`src/rtl/sqrt_pkg.sv`:
```
// Shared types and width helpers for the iterative square-root sequencer.
// Provides the FSM state enum, root width (WIDTH/2) and counter width helpers.
package sqrt_pkg;

    typedef enum logic [1:0] {
        IDLE = 2'd0,
        CALC = 2'd1,
        DONE = 2'd2
    } sqrt_state_t;

    function automatic int rootWidth(input int w);
        return w / 2;
    endfunction

    // Counter only needs to reach n-1; keep at least one bit.
    function automatic int cntWidth(input int n);
        return (n <= 2) ? 1 : $clog2(n);
    endfunction

endpackage

```
`src/rtl/sqrt_sub_row.sv`:
```
// Ripple borrow-subtract row: diff = minuend - subtrahend, built from 1-bit cells.
// Ports: minuend/subtrahend [W-1:0] in; diff [W-1:0], borrowOut out.
module sqrt_sub_cell (
    input  logic a,
    input  logic b,
    input  logic borrowIn,
    output logic d,
    output logic borrowOut
);
    assign d         = a ^ b ^ borrowIn;
    assign borrowOut = (~a & b) | (~(a ^ b) & borrowIn);
endmodule

module sqrt_sub_row #(
    parameter int W = 14
) (
    input  logic [W-1:0] minuend,
    input  logic [W-1:0] subtrahend,
    output logic [W-1:0] diff,
    output logic         borrowOut
);
    logic [W:0] borrow;

    assign borrow[0] = 1'b0;

    for (genvar i = 0; i < W; i++) begin : gCell
        sqrt_sub_cell uCell (
            .a         (minuend[i]),
            .b         (subtrahend[i]),
            .borrowIn  (borrow[i]),
            .d         (diff[i]),
            .borrowOut (borrow[i+1])
        );
    end

    assign borrowOut = borrow[W];
endmodule

```
`src/rtl/sqrt_iter_ctrl.sv`:
```
// Iterative restoring square root, one root bit per cycle over a shared subtract row.
// Ports: clk, rst_n (sync, active-low); in_valid/in_ready/in_radicand; out_valid/out_ready/out_root/out_rem/out_exact; busy.
module sqrt_iter_ctrl
    import sqrt_pkg::*;
#(
    parameter int WIDTH = 24
) (
    input  logic                 clk,
    input  logic                 rst_n,
    input  logic                 in_valid,
    output logic                 in_ready,
    input  logic [WIDTH-1:0]     in_radicand,
    output logic                 out_valid,
    input  logic                 out_ready,
    output logic [WIDTH/2-1:0]   out_root,
    output logic [WIDTH/2:0]     out_rem,
    output logic                 out_exact,
    output logic                 busy
);
    localparam int N  = rootWidth(WIDTH);
    localparam int CW = cntWidth(N);

    sqrt_state_t state, nextState;

    logic [WIDTH-1:0] rad;
    logic [N:0]       rem;
    logic [N-1:0]     root;
    logic [CW-1:0]    cnt;

    logic           accept;
    logic           lastIter;
    logic [N+1:0]   minuend;
    logic [N+1:0]   subtrahend;
    logic [N+1:0]   diff;
    logic           borrow;
    logic           unusedDiffMsb;

    // rem stays below 2^N until the final iteration has run, so its
    // low N bits are the whole partial remainder when it feeds the row.
    assign minuend    = {rem[N-1:0], rad[WIDTH-1:WIDTH-2]};
    assign subtrahend = {root, 2'b01};

    sqrt_sub_row #(
        .W (N + 2)
    ) uSubRow (
        .minuend    (minuend),
        .subtrahend (subtrahend),
        .diff       (diff),
        .borrowOut  (borrow)
    );

    // A successful trial always leaves the top difference bit clear.
    assign unusedDiffMsb = diff[N+1];

    assign accept   = in_valid & in_ready;
    assign lastIter = (cnt == CW'(N - 1));

    always_ff @(posedge clk) begin
        if (!rst_n) state <= IDLE;
        else        state <= nextState;
    end

    always_comb begin
        nextState = state;
        unique case (state)
            IDLE:    if (accept)                 nextState = CALC;
            CALC:    if (lastIter)               nextState = DONE;
            DONE:    if (out_valid && out_ready) nextState = IDLE;
            default:                             nextState = IDLE;
        endcase
    end

    always_comb begin
        in_ready  = 1'b0;
        out_valid = 1'b0;
        busy      = 1'b0;
        unique case (state)
            IDLE:    in_ready  = 1'b1;
            CALC:    busy      = 1'b1;
            DONE:    out_valid = 1'b1;
            default: in_ready  = 1'b0;
        endcase
    end

    always_ff @(posedge clk) begin
        if (!rst_n) begin
            rad  <= '0;
            rem  <= '0;
            root <= '0;
            cnt  <= '0;
        end else if (accept) begin
            rad  <= in_radicand;
            rem  <= '0;
            root <= '0;
            cnt  <= '0;
        end else if (state == CALC) begin
            if (!borrow) rem <= diff[N:0];
            else         rem <= {rem[N-2:0], rad[WIDTH-1:WIDTH-2]};
            root <= {root[N-2:0], ~borrow};
            rad  <= rad << 2;
            cnt  <= cnt + 1'b1;
        end
    end

    assign out_root  = root;
    assign out_rem   = rem;
    assign out_exact = (rem == '0);
endmodule

```
`config.mk`:
```
export PLATFORM = sky130hd
export DESIGN_NAME = sqrt_iter_ctrl
export DESIGN_NICKNAME = d
export VERILOG_FILES = /design/src/rtl/sqrt_pkg.sv /design/src/rtl/sqrt_sub_row.sv /design/src/rtl/sqrt_iter_ctrl.sv
export SDC_FILE = /design/constraint.sdc
export NUM_CORES = 1
export LEC_CHECK = 0
export ABC_AREA = 1
export CAP_MARGIN = 0
export CORE_UTILIZATION = 50
export DETAILED_ROUTE_END_ITERATION = 6
export MAX_ROUTING_LAYER = met4
export PLACE_DENSITY = 0.87
export SYNTH_ARGS = -nofsm -noshare
export SYNTH_HDL_FRONTEND = slang
export SYNTH_SLANG_ARGS = --single-unit
```
`constraint.sdc`:
```
create_clock -name clk -period 9.95 [get_ports clk]
set_clock_uncertainty 0.2 [all_clocks]
set_input_delay 0.995 -clock clk [delete_from_list [all_inputs] [get_ports clk]]
set_output_delay 0.995 -clock clk [all_outputs]
set_load 0.005 [all_outputs]
```
-- Word level (Yosys, flattened, before mapping)
Cells that the tools add are included.
- register bits after elaboration: 55
- bits of input ports: 28
- output and inout bits: 29
- logic and storage cells: 118
- add/subtract/negate cells: 1
- bitwise logic cells: 90
- equal/unequal tests: 6
- reductions and logical operators: 6
- muxes and demuxes: 10
- operators with widths (cell ; number):
    $mux 24 ; 2
    $not 1->1 ; 28
    $and 1x1->1 ; 26
    $xor 1x1->1 ; 24
    $logic_not 13->1 ; 1
    $mux 13 ; 1
    $or 1x1->1 ; 12
    $mux 2 ; 3
    $ne 2x2->1 const B ; 3
    $pmux 2 s3 ; 1
    $add 4x1->4 const B ; 1
    $eq 4x4->1 const B ; 1
    $mux 1 ; 3
    $reduce_and 3->1 ; 1
    $eq 2x1->1 const B ; 1
    $eq 2x2->1 const B ; 1
    $logic_not 2->1 ; 1
    $reduce_bool 2->1 ; 1
    $reduce_or 2->1 ; 1
    $logic_and 1x1->1 ; 1

-- Logic depth before layout (Yosys ltp)
- depth in word-level cells: 27
- gate-level depth with buffers: 20
- mapped depth without buffers: 19

-- Cells and area by module
From an unflattened synthesis, not the netlist that was laid out.
- cells, all modules: 367
- area total of the unflattened synthesis: 2690.1 sq um
- modules (own cells, without submodules) (module ; seq. area each (sq um) ; area an instance (sq um) ; cells each ; times used):
    sqrt_iter_ctrl ; 1101.1 ; 2285.9 ; 320 ; 1
    sqrt_sub_cell at uSubRow.gCell[13].uCell ... ; 0.0 ; 27.5 ; 3 ; 10
    sqrt_sub_cell at uSubRow.gCell[0].uCell ... ; 0.0 ; 31.3 ; 4 ; 4
    sqrt_sub_row ; 0.0 ; 3.8 ; 1 ; 1

-- Worst setup path before layout
No wires, ideal clock.
- kind: flip-flop to flip-flop
- from: register rad[23]
- to: register rem[0], in the netlist out_rem[0]
- setup time: 0.116 ns
- required time: 9.634 ns
- setup slack: 3.519 ns
- arrival: 6.115 ns
- stages on the path, launching flop included: 21
- period minus slack after synthesis: 6.431 ns
- buffers on the path: 1
- cells stage by stage: dfxtp_1 inv_1 ha_1 fa_1 fa_1 fa_1 fa_1 fa_1 fa_1 fa_1 fa_1 fa_1 fa_1 fa_1 nand2_1 nand2_1 clkbuf_1 nand2_1 nand3_1 o211ai_1 inv_1
- word-level cells in the longest chain between the ends: 27
- RTL lines (what ; RTL line ; source):
    start: declaration ; sqrt_iter_ctrl.sv:25 ; logic [WIDTH-1:0] rad;
    start signal: assignment ; sqrt_iter_ctrl.sv:92 ; rad <= in_radicand;
    start signal: assignment ; sqrt_iter_ctrl.sv:100 ; rad <= rad << 2;
    $not 1->1 ; sqrt_sub_row.sv:11 ; assign borrowOut = (~a & b) | (~(a ^ b) & borrowIn);
    $and 1x1->1 (2 in a row) ; sqrt_sub_row.sv:11 ;
    $or 1x1->1 ; sqrt_sub_row.sv:11 ;
    $and 1x1->1 ; sqrt_sub_row.sv:11 ;
    $or 1x1->1 ; sqrt_sub_row.sv:11 ;
    $and 1x1->1 ; sqrt_sub_row.sv:11 ;
    $or 1x1->1 ; sqrt_sub_row.sv:11 ;
    $and 1x1->1 ; sqrt_sub_row.sv:11 ;
    [10 not listed] ; n/a ;
    $or 1x1->1 ; sqrt_sub_row.sv:11 ;
    $and 1x1->1 ; sqrt_sub_row.sv:11 ;
    $or 1x1->1 ; sqrt_sub_row.sv:11 ;
    $and 1x1->1 ; sqrt_sub_row.sv:11 ;
    $or 1x1->1 ; sqrt_sub_row.sv:11 ;
    $and 1x1->1 ; sqrt_sub_row.sv:11 ;
    $or 1x1->1 ; sqrt_sub_row.sv:11 ;
    $mux 13 ; sqrt_iter_ctrl.sv:97 ; if (!borrow) rem <= diff[N:0];
    end signal: assignment ; sqrt_iter_ctrl.sv:97 ;
    end signal: assignment ; sqrt_iter_ctrl.sv:98 ; else rem <= {rem[N-2:0], rad[WIDTH-1:WIDTH-2]};
    end: declaration ; sqrt_iter_ctrl.sv:26 ; logic [N:0] rem;
No other way between the ends.
A chain may end at the register's enable or synchronous reset.

-- Worst setup path after layout
- from: register rad[22]
- to: register rem[6], in the netlist out_rem[6]
- word-level cells in the longest chain between the ends: 27
- elaborated cells between the ends (all ways): 28
- those cells by class: mux: 1; bitwise: 27
- RTL lines (what ; RTL line):
    $not 1->1 (no source line) (*) ; n/a
    $and 1x1->1 (*) (2 in a row) ; sqrt_sub_row.sv:11
    $or 1x1->1 (*) ; sqrt_sub_row.sv:11
    $and 1x1->1 (*) ; sqrt_sub_row.sv:11
    $or 1x1->1 (*) ; sqrt_sub_row.sv:11
    $and 1x1->1 (*) ; sqrt_sub_row.sv:11
    $or 1x1->1 (*) ; sqrt_sub_row.sv:11
    $and 1x1->1 (*) ; sqrt_sub_row.sv:11
    [10 not listed] ; n/a
    $or 1x1->1 ; sqrt_sub_row.sv:11
    $and 1x1->1 ; sqrt_sub_row.sv:11
    $or 1x1->1 ; sqrt_sub_row.sv:11
    $and 1x1->1 ; sqrt_sub_row.sv:11
    $or 1x1->1 ; sqrt_sub_row.sv:11
    $and 1x1->1 ; sqrt_sub_row.sv:11
    $or 1x1->1 ; sqrt_sub_row.sv:11
    $mux 13 (*) ; sqrt_iter_ctrl.sv:97
Every way passes the cells marked *; elsewhere a longest branch is shown, timed or not.

==> impl_metrics.env <==
export IMPL_clock_sinks=55
export IMPL_dp_cells=440
export IMPL_wl_per_cell_um=12.8
export IMPL_cap_violations=0
export IMPL_wl_mm=5.73
export IMPL_netlist_area_um2=2700
export IMPL_drive_above_1_share_pct=3.70
export IMPL_grt_pass1_wl_mm=9.67
export IMPL_period_share_pct=70.4
export IMPL_worstPathRequired_ns=10.00
export IMPL_clock_latency_ns=0.31
export IMPL_firstDrtPassIters=4
export IMPL_final_min_clock_period_ns=7.00
export IMPL_cts_made_buffers=5
export IMPL_vdd_drop_max_v=0.0000641
export IMPL_start_kind="register"
export IMPL_dieArea_um2=5700
export IMPL_yosysSeqAreaShare_pct=40.8
export IMPL_grt_pass1_vias=2176
export IMPL_end_kind="register"
export IMPL_syn_area_per_cell_um2=7.63
export IMPL_cts_tree="done"
export IMPL_antenna_found_initial=0
export IMPL_grt_usage_pct=23.1
export IMPL_diodes=0
export IMPL_tightestPinTransition_ns=0.693
export IMPL_grt_max_degree=66
export IMPL_slew_headroom_pct=53.7
export IMPL_path_class="reg -> reg"
export IMPL_die_width_um=75.5
export IMPL_synth_ff_type="dfxtp_1"
export IMPL_cp_max_fo=26
export IMPL_drtIter0Drc=214
export IMPL_syn_inst=354
export IMPL_outcome="completed"
export IMPL_drv_slew=0
export IMPL_synth_top_area_share_pct=40.8
export IMPL_yosysTopAreaCell="dfxtp_1"
export IMPL_fin_setup_tns_ns=0
export IMPL_core_area_um2=5140
export IMPL_root_buffer="clkbuf_8"
export IMPL_power_leakage_nw=1.12
export IMPL_synth_edf_count=0
export IMPL_clock_path_buffers=2
export IMPL_vias=2360
export IMPL_hp_class="reg -> reg"
export IMPL_stdcell_count=448
export IMPL_yosys_warnings=0
export IMPL_initial_core_util_pct=52.5
export IMPL_cts_hold_buf=0
export IMPL_die_h_um=75.5
export IMPL_setup_violations=0
export IMPL_finalWeightedCongestion=0.837
export IMPL_rsz0062_at_grt="no"
export IMPL_post_cts_setup_buffers=0
export IMPL_fmax_ghz=0.143
export IMPL_hold_violations=0
export IMPL_dp_hpwl_mm=4.02
export IMPL_synth_area_leaders="dfxtp_1, nand2_1, fa_1"
export IMPL_final_area_um2=3180
export IMPL_numPortBuffers=56
export IMPL_place_area_um2=3100
export IMPL_async_flop_share_pct=0
export IMPL_area_delta_synth_final_pct=17.9
export IMPL_clk_pin_slew_ns=0.09
export IMPL_synth_cell_types=22
export IMPL_synth_fp_nets=396
export IMPL_drc=0
export IMPL_powerDensity_nw_per_um2=146
export IMPL_io_pins=57
export IMPL_synth_most_common_cell="nand2_1"
export IMPL_drtAntennaViolNets=0
export IMPL_gr_total_overflow=0
export IMPL_ys_ff_latch=55
export IMPL_via_per_inst=5.27
export IMPL_arrival_ns=7.05
export IMPL_finish_net_count=419
export IMPL_num_rows=26
export IMPL_synth_common_cells="nand2_1, dfxtp_1, a21oi_1, buf_4, o21ai_0"
export IMPL_h_tree_depth=2
export IMPL_post_cts_resized=0
-- registers in the layout (all words and copies together), names as in the netlist --
register / cells
state: 2
rad: 24
cnt: 4
out_root: 12
out_rem: 13
-- per-stage QoR --
| step | utilization (%) | power (W) | setup WS, ns | hold WS [ns] |
|---|---|---|---|---|
| 6_report | 62.0 | 0.000464 | 2.95 | 0.271 |
| 5_1_grt | 62.0 | 0.000493 | 2.55 | 0.290 |
| 4_1_cts | 62.0 | 0.000464 | 2.96 | 0.270 |
| 3_5_place_dp | 60.3 | 0.000348 | 2.99 | 0.256 |
| 3_3_place_gp | 60.3 | 0.000343 | 3.09 | 0.255 |
| 2_1_floorplan | - | 0.000315 | 3.52 | 0.245 |
-- final cells by class --
type	instances	area [µm²]
flip-flops and latches	55	1100
clock buffers	6	72.6
repair buffers	58	576
inverters	25	93.8
clock inverters	2	12.5
well taps	70	87.6
fillers	471	1960
multi-input cells	232	1240
-- power by group --
part	internal, W	switching, W	total (W)
clock	0.0000493	0.0000709	0.000120
sequential	0.000231	0.00000932	0.000241
combinational	0.0000461	0.0000568	0.000103
total	0.000327	0.000137	0.000464
-- final timing paths --
check | depth (start not counted) | from | end | slack, ns
max | 18 | rad[22] | out_rem[6] | 2.95
min | 2 | rad[0] | rad[0] | 0.27
max reg2reg | 18 | rad[22] | out_rem[6] | 2.95
min reg2reg | 2 | rad[0] | rad[0] | 0.27
-- per-layer routing --
layer / vias up / global-route usage, % / wire length [µm]
li1: 1169 / - / -
met1: 1094 / 30.0 / 2510
met2: 86 / 35.8 / 2790
met3: 11 / 5.29 / 321
met4: 0 / 7.61 / 103
met5: - / - / 0
-- critical path, cell delays in order, from the launching register on --
cell and delay, ns:
dfxtp_1 0.36, inv_1 0.07, ha_1 0.20, fa_1 0.45
fa_1 0.46, fa_1 0.46, fa_1 0.46, fa_1 0.48
fa_1 0.48, fa_1 0.46, fa_1 0.46, fa_1 0.46
fa_1 0.46, fa_1 0.42, nand2_1 0.09, nand2_1 0.41
o21ai_0 0.38, a21oi_1 0.08, nor2_1 0.11
-- layout by cell type, fill, tap and decap left out, drive strengths merged --
cell type / n
clkbuf: 6
dfxtp: 55
ha: 3
clkinv: 2
buf: 2
clkdlybuf4s50: 56
nand3: 5
fa: 11
o211ai: 1
o21ai: 28
inv: 24
xor2: 1
a21oi: 28
nand2: 103
nand4: 2
clkinvlp: 1
a31oi: 23
nor3: 4
nor2: 23
-- logic make-up after synthesis --
kind of cell / after synthesis / share of synthesized area (%)
simple gates: 137 / 19.8
xor+xnor: 1 / 0.324
compound gates: 80 / 16.0
buf+inv: 67 / 13.5
flops: 55 / 40.8
fa+ha+maj: 14 / 9.55
Note: power is estimated with default switching activity, not from simulation.
